## config.mk

```make
export PLATFORM = sky130hd
export DESIGN_NAME = lc3b_mem_bridge_flat
export DESIGN_NICKNAME = d
export VERILOG_FILES = /design/src/rtl/lc3b_types.sv /design/src/rtl/lc3b_mem_bridge_if.sv /design/src/rtl/lc3b_lane_steer.sv /design/src/rtl/lc3b_mem_bridge.sv /design/src/flat_wrapper.sv
export SDC_FILE = /design/constraint.sdc
export NUM_CORES = 1
export LEC_CHECK = 0
export CAP_MARGIN = 40
export CORE_UTILIZATION = 40
export DETAILED_ROUTE_END_ITERATION = 12
export HOLD_SLACK_MARGIN = 0.03
export PLACE_DENSITY = 0.8
export SLEW_MARGIN = 10
export SYNTH_ARGS = -nofsm -noshare
export SYNTH_HDL_FRONTEND = slang
export SYNTH_SLANG_ARGS = --single-unit
```

## constraint.sdc

```tcl
create_clock -name clk -period 2.6 [get_ports clk]
set_input_delay 0.78 -clock clk [delete_from_list [all_inputs] [get_ports clk]]
set_output_delay 0.78 -clock clk [all_outputs]
set_load 0.02 [all_outputs]
```

## src/rtl/lc3b_types.sv

```systemverilog
// Shared LC-3b type definitions used by the memory bridge and future cache paths.
package lc3b_types;

    typedef logic [15:0] lc3b_word;
    typedef logic [1:0]  lc3b_mem_wmask;

    localparam lc3b_word      ERR_RDATA_DEFAULT = 16'hDEAD;
    localparam lc3b_mem_wmask MASK_WORD         = 2'b11;

    // Physical memory is word addressed; the byte select lives in the write mask.
    function automatic lc3b_word word_align(input lc3b_word addr);
        return addr & 16'hFFFE;
    endfunction

endpackage

```

## src/rtl/lc3b_mem_bridge_if.sv

```systemverilog
// CPU-side and physical-memory-side signals of the LC-3b memory bridge.
interface lc3b_mem_bridge_if;
    import lc3b_types::*;

    logic          mem_read;
    logic          mem_write;
    lc3b_mem_wmask mem_byte_enable;
    lc3b_word      mem_address;
    lc3b_word      mem_wdata;
    lc3b_word      mem_rdata;
    logic          mem_resp;
    logic          mem_err;

    logic          pmem_read;
    logic          pmem_write;
    lc3b_word      pmem_address;
    lc3b_word      pmem_wdata;
    lc3b_mem_wmask pmem_wmask;
    lc3b_word      pmem_rdata;
    logic          pmem_resp;

    // Handshake: mem_read/mem_write are levels held by the CPU until the single
    // cycle mem_resp; pmem_read/pmem_write are held until pmem_resp is seen.
    modport slave (
        input  mem_read, mem_write, mem_byte_enable, mem_address, mem_wdata,
        input  pmem_rdata, pmem_resp,
        output mem_rdata, mem_resp, mem_err,
        output pmem_read, pmem_write, pmem_address, pmem_wdata, pmem_wmask
    );

    modport master (
        output mem_read, mem_write, mem_byte_enable, mem_address, mem_wdata,
        output pmem_rdata, pmem_resp,
        input  mem_rdata, mem_resp, mem_err,
        input  pmem_read, pmem_write, pmem_address, pmem_wdata, pmem_wmask
    );

endinterface

```

## src/rtl/lc3b_lane_steer.sv

```systemverilog
// Byte-lane steering for stores: replicates the low byte and selects the lane by addr[0].
module lc3b_lane_steer
    import lc3b_types::*;
(
    input  logic          addr0,
    input  lc3b_mem_wmask mask,
    input  lc3b_word      wdata,
    output lc3b_mem_wmask steered_wmask,
    output lc3b_word      steered_wdata
);

    always_comb begin
        steered_wmask = MASK_WORD;
        steered_wdata = wdata;
        // Any mask other than a full word is a byte store of wdata[7:0].
        if (mask != MASK_WORD) begin
            steered_wmask = addr0 ? 2'b10 : 2'b01;
            steered_wdata = {wdata[7:0], wdata[7:0]};
        end
    end

endmodule

```

## src/rtl/lc3b_mem_bridge.sv

```systemverilog
// Registers CPU memory requests onto the physical memory bus with a response watchdog.
module lc3b_mem_bridge
    import lc3b_types::*;
#(
    parameter int unsigned TIMEOUT_CYCLES = 255,
    parameter lc3b_word    ERR_RDATA      = ERR_RDATA_DEFAULT
) (
    input  logic               clk,
    input  logic               rst,
    lc3b_mem_bridge_if.slave   bus,
    output logic [1:0]         dbg_state
);

    typedef enum logic [1:0] {
        S_IDLE = 2'd0,
        S_WAIT = 2'd1,
        S_RESP = 2'd2
    } state_t;

    localparam logic [15:0] TIMEOUT_LAST = 16'(TIMEOUT_CYCLES - 1);

    state_t        state_q, state_d;
    logic          capture;
    logic          complete;
    logic          timeout;

    logic          op_write_q;
    lc3b_word      addr_q;
    lc3b_word      wdata_q;
    lc3b_mem_wmask wmask_q;
    lc3b_word      rdata_q;
    logic [15:0]   cnt_q;
    logic          err_q;

    lc3b_mem_wmask steer_wmask;
    lc3b_word      steer_wdata;

    lc3b_lane_steer u_lane_steer (
        .addr0         (bus.mem_address[0]),
        .mask          (bus.mem_byte_enable),
        .wdata         (bus.mem_wdata),
        .steered_wmask (steer_wmask),
        .steered_wdata (steer_wdata)
    );

    always_comb begin
        state_d  = state_q;
        capture  = 1'b0;
        complete = 1'b0;
        timeout  = 1'b0;
        case (state_q)
            S_IDLE: begin
                if (bus.mem_read || bus.mem_write) begin
                    capture = 1'b1;
                    state_d = S_WAIT;
                end
            end
            S_WAIT: begin
                // A response in the last allowed cycle still wins over the watchdog.
                if (bus.pmem_resp) begin
                    complete = 1'b1;
                    state_d  = S_RESP;
                end else if (cnt_q == TIMEOUT_LAST) begin
                    timeout = 1'b1;
                    state_d = S_RESP;
                end
            end
            S_RESP: begin
                state_d = S_IDLE;
            end
            default: begin
                state_d = S_IDLE;
            end
        endcase
    end

    always_ff @(posedge clk or posedge rst) begin
        if (rst) begin
            state_q <= S_IDLE;
        end else begin
            state_q <= state_d;
        end
    end

    // Conflicting read+write is carried out as a write.
    always_ff @(posedge clk or posedge rst) begin
        if (rst) begin
            op_write_q <= 1'b0;
            addr_q     <= '0;
            wdata_q    <= '0;
            wmask_q    <= '0;
        end else if (capture) begin
            op_write_q <= bus.mem_write;
            addr_q     <= word_align(bus.mem_address);
            wdata_q    <= steer_wdata;
            wmask_q    <= steer_wmask;
        end
    end

    always_ff @(posedge clk or posedge rst) begin
        if (rst) begin
            cnt_q <= '0;
        end else if (state_q == S_WAIT) begin
            if (cnt_q != 16'hFFFF) begin
                cnt_q <= cnt_q + 16'd1;
            end
        end else begin
            cnt_q <= '0;
        end
    end

    always_ff @(posedge clk or posedge rst) begin
        if (rst) begin
            rdata_q <= '0;
            err_q   <= 1'b0;
        end else begin
            if (!op_write_q && complete) begin
                rdata_q <= bus.pmem_rdata;
            end else if (!op_write_q && timeout) begin
                rdata_q <= ERR_RDATA;
            end
            if (timeout || (capture && bus.mem_read && bus.mem_write)) begin
                err_q <= 1'b1;
            end
        end
    end

    assign bus.pmem_read    = (state_q == S_WAIT) && !op_write_q;
    assign bus.pmem_write   = (state_q == S_WAIT) &&  op_write_q;
    assign bus.pmem_address = addr_q;
    assign bus.pmem_wdata   = wdata_q;
    assign bus.pmem_wmask   = wmask_q;
    assign bus.mem_resp     = (state_q == S_RESP);
    assign bus.mem_rdata    = rdata_q;
    assign bus.mem_err      = err_q;
    assign dbg_state        = state_q;

endmodule

```

## src/flat_wrapper.sv

```systemverilog
// flat-port wrapper written by rule: the top's interface ports become plain ports
module lc3b_mem_bridge_flat import lc3b_types::*;
#(
    parameter int unsigned TIMEOUT_CYCLES = 255,
    parameter lc3b_word    ERR_RDATA      = ERR_RDATA_DEFAULT
)
  (clk, rst, dbg_state, bus_mem_read, bus_mem_write, bus_mem_byte_enable, bus_mem_address, bus_mem_wdata, bus_pmem_rdata, bus_pmem_resp, bus_mem_rdata, bus_mem_resp, bus_mem_err, bus_pmem_read, bus_pmem_write, bus_pmem_address, bus_pmem_wdata, bus_pmem_wmask);
  lc3b_mem_bridge_if bus_i ();
  input  logic clk;
  input  logic rst;
  output logic [1:0] dbg_state;
  input wire logic [$bits(bus_i.mem_read)-1:0] bus_mem_read;
  input wire logic [$bits(bus_i.mem_write)-1:0] bus_mem_write;
  input wire logic [$bits(bus_i.mem_byte_enable)-1:0] bus_mem_byte_enable;
  input wire logic [$bits(bus_i.mem_address)-1:0] bus_mem_address;
  input wire logic [$bits(bus_i.mem_wdata)-1:0] bus_mem_wdata;
  input wire logic [$bits(bus_i.pmem_rdata)-1:0] bus_pmem_rdata;
  input wire logic [$bits(bus_i.pmem_resp)-1:0] bus_pmem_resp;
  output wire logic [$bits(bus_i.mem_rdata)-1:0] bus_mem_rdata;
  output wire logic [$bits(bus_i.mem_resp)-1:0] bus_mem_resp;
  output wire logic [$bits(bus_i.mem_err)-1:0] bus_mem_err;
  output wire logic [$bits(bus_i.pmem_read)-1:0] bus_pmem_read;
  output wire logic [$bits(bus_i.pmem_write)-1:0] bus_pmem_write;
  output wire logic [$bits(bus_i.pmem_address)-1:0] bus_pmem_address;
  output wire logic [$bits(bus_i.pmem_wdata)-1:0] bus_pmem_wdata;
  output wire logic [$bits(bus_i.pmem_wmask)-1:0] bus_pmem_wmask;
  assign bus_i.mem_read = bus_mem_read;
  assign bus_i.mem_write = bus_mem_write;
  assign bus_i.mem_byte_enable = bus_mem_byte_enable;
  assign bus_i.mem_address = bus_mem_address;
  assign bus_i.mem_wdata = bus_mem_wdata;
  assign bus_i.pmem_rdata = bus_pmem_rdata;
  assign bus_i.pmem_resp = bus_pmem_resp;
  assign bus_mem_rdata = bus_i.mem_rdata;
  assign bus_mem_resp = bus_i.mem_resp;
  assign bus_mem_err = bus_i.mem_err;
  assign bus_pmem_read = bus_i.pmem_read;
  assign bus_pmem_write = bus_i.pmem_write;
  assign bus_pmem_address = bus_i.pmem_address;
  assign bus_pmem_wdata = bus_i.pmem_wdata;
  assign bus_pmem_wmask = bus_i.pmem_wmask;
  lc3b_mem_bridge #(.TIMEOUT_CYCLES(TIMEOUT_CYCLES), .ERR_RDATA(ERR_RDATA)) u_core (.clk(clk), .rst(rst), .bus(bus_i), .dbg_state(dbg_state));
endmodule
```

==> results.json, run 1 <==
{
  "synth_warnings": 0,
  "p_sw_mw": 1.769,
  "via_count": 2489,
  "antenna_found_initial": 0,
  "row_count": 31,
  "synth_edf_count": 0,
  "start_util_pct": 41.63,
  "synth_nets": 304,
  "drc": 0,
  "cts_sinks": 69,
  "p_comb_share_pct": 45.7,
  "worstHoldPathType": "flop to flop",
  "die_area_mm2": 0.007941,
  "synth_flop_cell": "dfrtp_1",
  "drt-initial-drc-count": 109,
  "seqPwrFrac_pct": 33.8,
  "worstSetupEndpointType": "primary output",
  "register_area_mm2": 0.001727,
  "synthTopCellsByArea": "dfrtp_1 (57%), mux2_2 (8.5%), o22a_1 (3.2%)",
  "p_int_mw": 3.352,
  "avgSynthCellArea_um2": 12.29,
  "seq_area_frac_synth_pct": 56.88,
  "hold_violations": 0,
  "slowest_delay_ns": 0.63,
  "place_hpwl_um": 5573,
  "io_pins": 111,
  "cts-buffers-inserted": 9,
  "ir_worst_vdd_uv": 391.2,
  "clockBufferDepth": 2,
  "grt_use_total_pct": 19.67,
  "n_antenna_cell": 0,
  "postSynthCellCount": 247,
  "netSwitchingFraction_pct": 34.54,
  "drt_wl_total_um": 7629,
  "status": "finished clean",
  "overflow": 0,
  "io_buffers": 109,
  "syn_area_mm2": 0.003035,
  "nFillCells": 597,
  "die_h_um": 89.11,
  "rsz0062_at_grt": "no",
  "total_power_mw": 5.120,
  "clk_latency_ns": 0.34,
  "worstPathRequired_ns": 1.82,
  "fin_nets": 422,
  "path_class": "flop to primary output",
  "root_buffer": "clkbuf_8",
  "grt_max_degree": 70,
  "finalSetupViolCount": 0,
  "wl_per_cell_um": 16.27,
  "synth.distinct_cells": 47,
  "cpMaxStageDelayCell": "clkdlybuf4s50_1",
  "period_minus_slack_ns": 2.463,
  "p_leak_nw": 1.853,
  "skew_ns": 0.008529,
  "fin_crit_sh_pct": 94.72,
  "drive_gt1_share_pct": 15.95,
  "multi_input_area_mm2": 0.001251,
  "synth.ff_latch_count": 69,
  "clock.fmax_ghz": 0.4061,
  "relSlewSlack_pct": 51.91,
  "cts_tree": "yes",
  "grt_first_pass_wirelength_um": 11630,
  "critPathMaxFanout": 5,
  "synthArstFlopShare_pct": 100.0,
  "area_growth_pct": 49.05,
  "worst_pin_slew_ns": 0.7175,
  "vias_per_cell": 5.307,
  "p_clk_share_pct": 20.5,
  "placed_area_mm2": 0.004285,
  "worstSetupStartpointType": "flop",
  "instances_no_fill": 469,
  "synth_most_common_cell": "dfrtp_1",
  "core-area_mm2": 0.007292,
  "synth_common_cells": "dfrtp_1 (69), mux2_2 (23), nor2_1 (19)",
  "crit_chain": "nor2b_1 -> and2_1 -> clkdlybuf4s50_1",
  "ctsHoldBuffers": 0,
  "tns_ns": 0,
  "die_x_um": 89.11,
  "slew_violations": 0,
  "yosysTopAreaCellShare_pct": 56.88,
  "clkSlewWorstSetupHoldPaths_ns": 0.07,
  "yosys.area.top_type": "dfrtp_1",
  "stdcell_area_mm2": 0.004524,
  "htreeDepth": 3,
  "cp.arrival_ns": 1.68,
  "drv_cap": 0,
  "dr.pass1.iters": 5,
  "gp_congestion": 0.8321,
  "grt_pass1_vias": 2381,
  "postRouteAntennaNets": 0,
  "pwr_density_cell_mw_per_mm2": 1132,
  "dpl.cell_count": 453
}
==> what timing repair did <==
action	CTS	global route
gates resized for setup	1	0
setup buffers	0	0
setup endpoints to repair	1	0
==> final timing paths <==
kind                                     startpoint                    endpoint  slack (ns)  cells after the start
max in group asynchronous                       rst     u_core.bus.mem_rdata[3]        1.49                      3
worst min register to register   u_core.bus.mem_err          u_core.bus.mem_err        0.48                      2
worst max-delay path            u_core.dbg_state[0]              bus_pmem_write        0.14                      3
min in group asynchronous                       rst  u_core.bus.pmem_address[7]        0.83                      3
worst max register to register      u_core.cnt_q[0]    u_core.bus.mem_rdata[12]        0.54                      6
worst min-delay path             u_core.bus.mem_err          u_core.bus.mem_err        0.48                      2
==> final cells by class <==
cell class	count	area share (%)
inverter	2	0.1659
clock buffer	12	3.208
tap	99	2.738
multi-input combinational	166	27.65
clock inverter	4	2.102
timing repair buffer	117	25.97
sequential	69	38.16
==> state kept, by name, summed over array words and instances, names as in the netlist <==
| register | flops |
|---|---|
| u_core.bus.pmem_address | 15 |
| u_core.bus.mem_rdata | 16 |
| u_core.bus.pmem_wmask | 2 |
| u_core.bus.pmem_wdata | 16 |
| u_core.op_write_q | 1 |
| u_core.dbg_state | 2 |
| u_core.bus.mem_err | 1 |
| u_core.cnt_q | 16 |
==> layout by cell type, fill, tap and decap left out, types with 4 or more instances in the layout <==
cell	n
a21oi_1	14
a22o_1	6
a31oi_1	8
buf_4	6
clkbuf_8	10
clkdlybuf4s50_1	108
dfrtp_1	69
mux2_2	23
mux2i_1	9
nand2_1	8
nand2b_1	4
nand3_1	8
nand4_1	4
nor2_1	19
nor3_1	6
o21ai_0	4
o22a_1	11
==> power groups by stage <==
| stage | Sequential [mW] | Combinational (mW) | Clock [mW] |
|---|---|---|---|
| floorplan | 2.21 | 0.738 | 0 |
| global placement | 1.72 | 2.32 | 0 |
| detailed placement | 1.75 | 2.36 | 0 |
| CTS | 1.73 | 2.36 | 1.07 |
| global route | 1.78 | 2.49 | 1.11 |
| finish | 1.73 | 2.34 | 1.05 |
==> through the flow <==
step                hold slack [ns]  utilization (%)  worst slack (ns)
finish                       0.4783            62.05            0.1373
global route                 0.5058            62.05           0.06159
CTS                          0.4843            62.05            0.1292
detailed placement           0.4679            58.77            0.2956
global placement             0.4708            58.77            0.3295
floorplan                    0.4936                -           0.08014
==> worst max-delay path, delay by kind of cell (launching register included) <==
family	cells	cell delay, ns
buf+inv	1	0.63
flops	1	0.41
simple gates	2	0.32
==> layer usage <==
metal	GRT usage [%]	routed length [um]	up-vias
met5	0	0	-
met4	7.071	154	0
met3	5.171	490	12
met2	32.62	3874	91
met1	24.93	3109	1217
li1	-	-	1169
==> cells by family after synthesis <==
group                    Yosys count  synth area share [%]
AO/OA/AOI/OAI                     60                 15.05
adder cells (fa/ha/maj)            2                0.8243
buffers and inverters             12                 1.896
flip-flops                        69                 56.88
multiplexers                      32                 11.50
other                              1                0.1235
AND/OR/NAND/NOR                   71                 13.73
Power figures use the tool's default switching activity.
==> run 2: changes to the inputs <==
- CORE_MARGIN: unset -> 2
==> run 2 against run 1 <==
  * Critical path depth did not move
  * Largest cell class unchanged
  * Via count rose by 0.40%
  * Total power fell by 4.9%
  * First-iteration DRC count rose by 11%
  * Maximum frequency rose by 0.13%
  * Count of clock-buffer cells in the layout fell by 2
  * Critical endpoint unchanged
==> results.json, run 2 (synthesis results as in run 1) <==
{
  "status": "finished clean",
  "start_util_pct": 41.63,
  "netSwitchingFraction_pct": 36.07,
  "grt_pass1_vias": 2416,
  "cts_resized": 1,
  "drt_wl_total_um": 7478,
  "most-common-layout-cells": "clkdlybuf4s50_1 (108), dfrtp_1 (69), mux2_2 (23)",
  "vias_per_cell": 5.374,
  "skew_ns": 0.007780,
  "clkSlewWorstSetupHoldPaths_ns": 0.07,
  "die_h_um": 91.11,
  "fin_crit_sh_pct": 94.59,
  "p_clk_share_pct": 16.9,
  "ir_worst_vdd_uv": 551.5,
  "relSlewSlack_pct": 55.35,
  "worstSetupEndpointType": "primary output",
  "cp.arrival_ns": 1.68,
  "die_area_mm2": 0.008301,
  "root_buffer": "clkbuf_8",
  "place_hpwl_um": 5535,
  "gp_congestion": 0.8427,
  "row_count": 31,
  "post_cts_buffers": 0,
  "drt-initial-drc-count": 121,
  "period_minus_slack_ns": 2.459,
  "clock.fmax_ghz": 0.4066,
  "whs_ns": 0.4921,
  "p_comb_share_pct": 47.7,
  "via_count": 2499,
  "worstHoldPathType": "flop to flop",
  "p_sw_mw": 1.756,
  "grt_use_total_pct": 18.80,
  "clk_latency_ns": 0.34,
  "drive_gt1_share_pct": 15.30,
  "clockBufferDepth": 2,
  "antenna_found_initial": 0,
  "hold_violations": 0,
  "slew_violations": 0,
  "htreeDepth": 3,
  "instances_no_fill": 465,
  "path_class": "flop to primary output",
  "grt_max_degree": 70,
  "seqPwrFrac_pct": 35.4,
  "grt_first_pass_wirelength_um": 12430,
  "pwr_density_cell_mw_per_mm2": 1096,
  "fin_nets": 419,
  "reg2reg_slack_ns": 0.52,
  "dpl.cell_count": 450,
  "worst_pin_slew_ns": 0.6662,
  "tns_ns": 0,
  "ctsHoldBuffers": 0,
  "drc": 0,
  "area_growth_pct": 46.33,
  "fin_util_pct": 60.91,
  "worstPathRequired_ns": 1.82,
  "die_x_um": 91.11,
  "io_buffers": 109,
  "wl_per_cell_um": 16.08,
  "drv_cap": 0,
  "io_pins": 111,
  "rsz0062_at_grt": "no",
  "postRouteAntennaNets": 0,
  "cts_tree": "yes",
  "p_int_mw": 3.112,
  "p_leak_nw": 1.810,
  "dr.pass1.iters": 4,
  "core-area_mm2": 0.007292,
  "placed_area_mm2": 0.004263,
  "worstSetupStartpointType": "flop",
  "n_antenna_cell": 0,
  "cts_sinks": 69,
  "stdcell_area_mm2": 0.004442,
  "overflow": 0,
  "finalSetupViolCount": 0,
  "final_common_cell": "clkdlybuf4s50_1",
  "cts-buffers-inserted": 9,
  "critPathMaxFanout": 5
}
==> run 2: cell count changes in the layout (fill, tap and decap cells not counted), sizes merged <==
cell / change
buf: -3
bufinv: -2
clkbuf: -2
clkinv: +2
clkinvlp: +1
==> run 2: critical path: stages, from the launching register on <==
cell	delay (ns)
dfrtp_1	0.40
nor2b_1	0.19
and2_1	0.14
clkdlybuf4s50_1	0.61
==> run 2: worst paths after layout <==
| kind | start | to | cells past startpoint |
|---|---|---|---|
| worst max-delay path | u_core.dbg_state[0] | bus_pmem_write | 3 |
| worst min register to register | u_core.bus.mem_rdata[15] | u_core.bus.mem_rdata[15] | 1 |
| max in group asynchronous | rst | u_core.bus.mem_rdata[6] | 3 |
| worst max register to register | u_core.cnt_q[0] | u_core.bus.mem_rdata[7] | 6 |
| worst min-delay path | u_core.bus.mem_rdata[15] | u_core.bus.mem_rdata[15] | 1 |
| min in group asynchronous | rst | u_core.bus.mem_rdata[5] | 3 |
==> run 2: cell type report <==
class,instances,area [um2]
tap,99,123.9
sequential,69,1727
clock buffer,10,127.6
fill,599,2850
timing repair buffer,114,1152
inverter,2,7.507
multi-input combinational,166,1251
clock inverter,5,52.55
==> run 2: power groups by stage <==
stage / combinational, mW / clock, mW / sequential [mW]
2_1_floorplan: 0.738 / 0 / 2.21
3_3_place_gp: 2.31 / 0 / 1.72
3_5_place_dp: 2.36 / 0 / 1.75
4_1_cts: 2.36 / 0.839 / 1.73
5_1_grt: 2.47 / 0.895 / 1.78
6_report: 2.32 / 0.822 / 1.72
==> run 2: routing by layer <==
layer	GRT usage [%]	routed length, um	vias up
met2	30.06	3737	104
met5	0	0	-
li1	-	-	1164
met1	25.49	3183	1219
met3	3.900	461	12
met4	6.566	95	0
==> run 2: per-stage QoR <==
stage | setup WS (ns) | total power, mW
6_report | 0.1405 | 4.868
5_1_grt | 0.04168 | 5.146
4_1_cts | 0.1127 | 4.924
3_5_place_dp | 0.2300 | 4.103
3_3_place_gp | 0.2846 | 4.031
2_1_floorplan | 0.08014 | 2.944
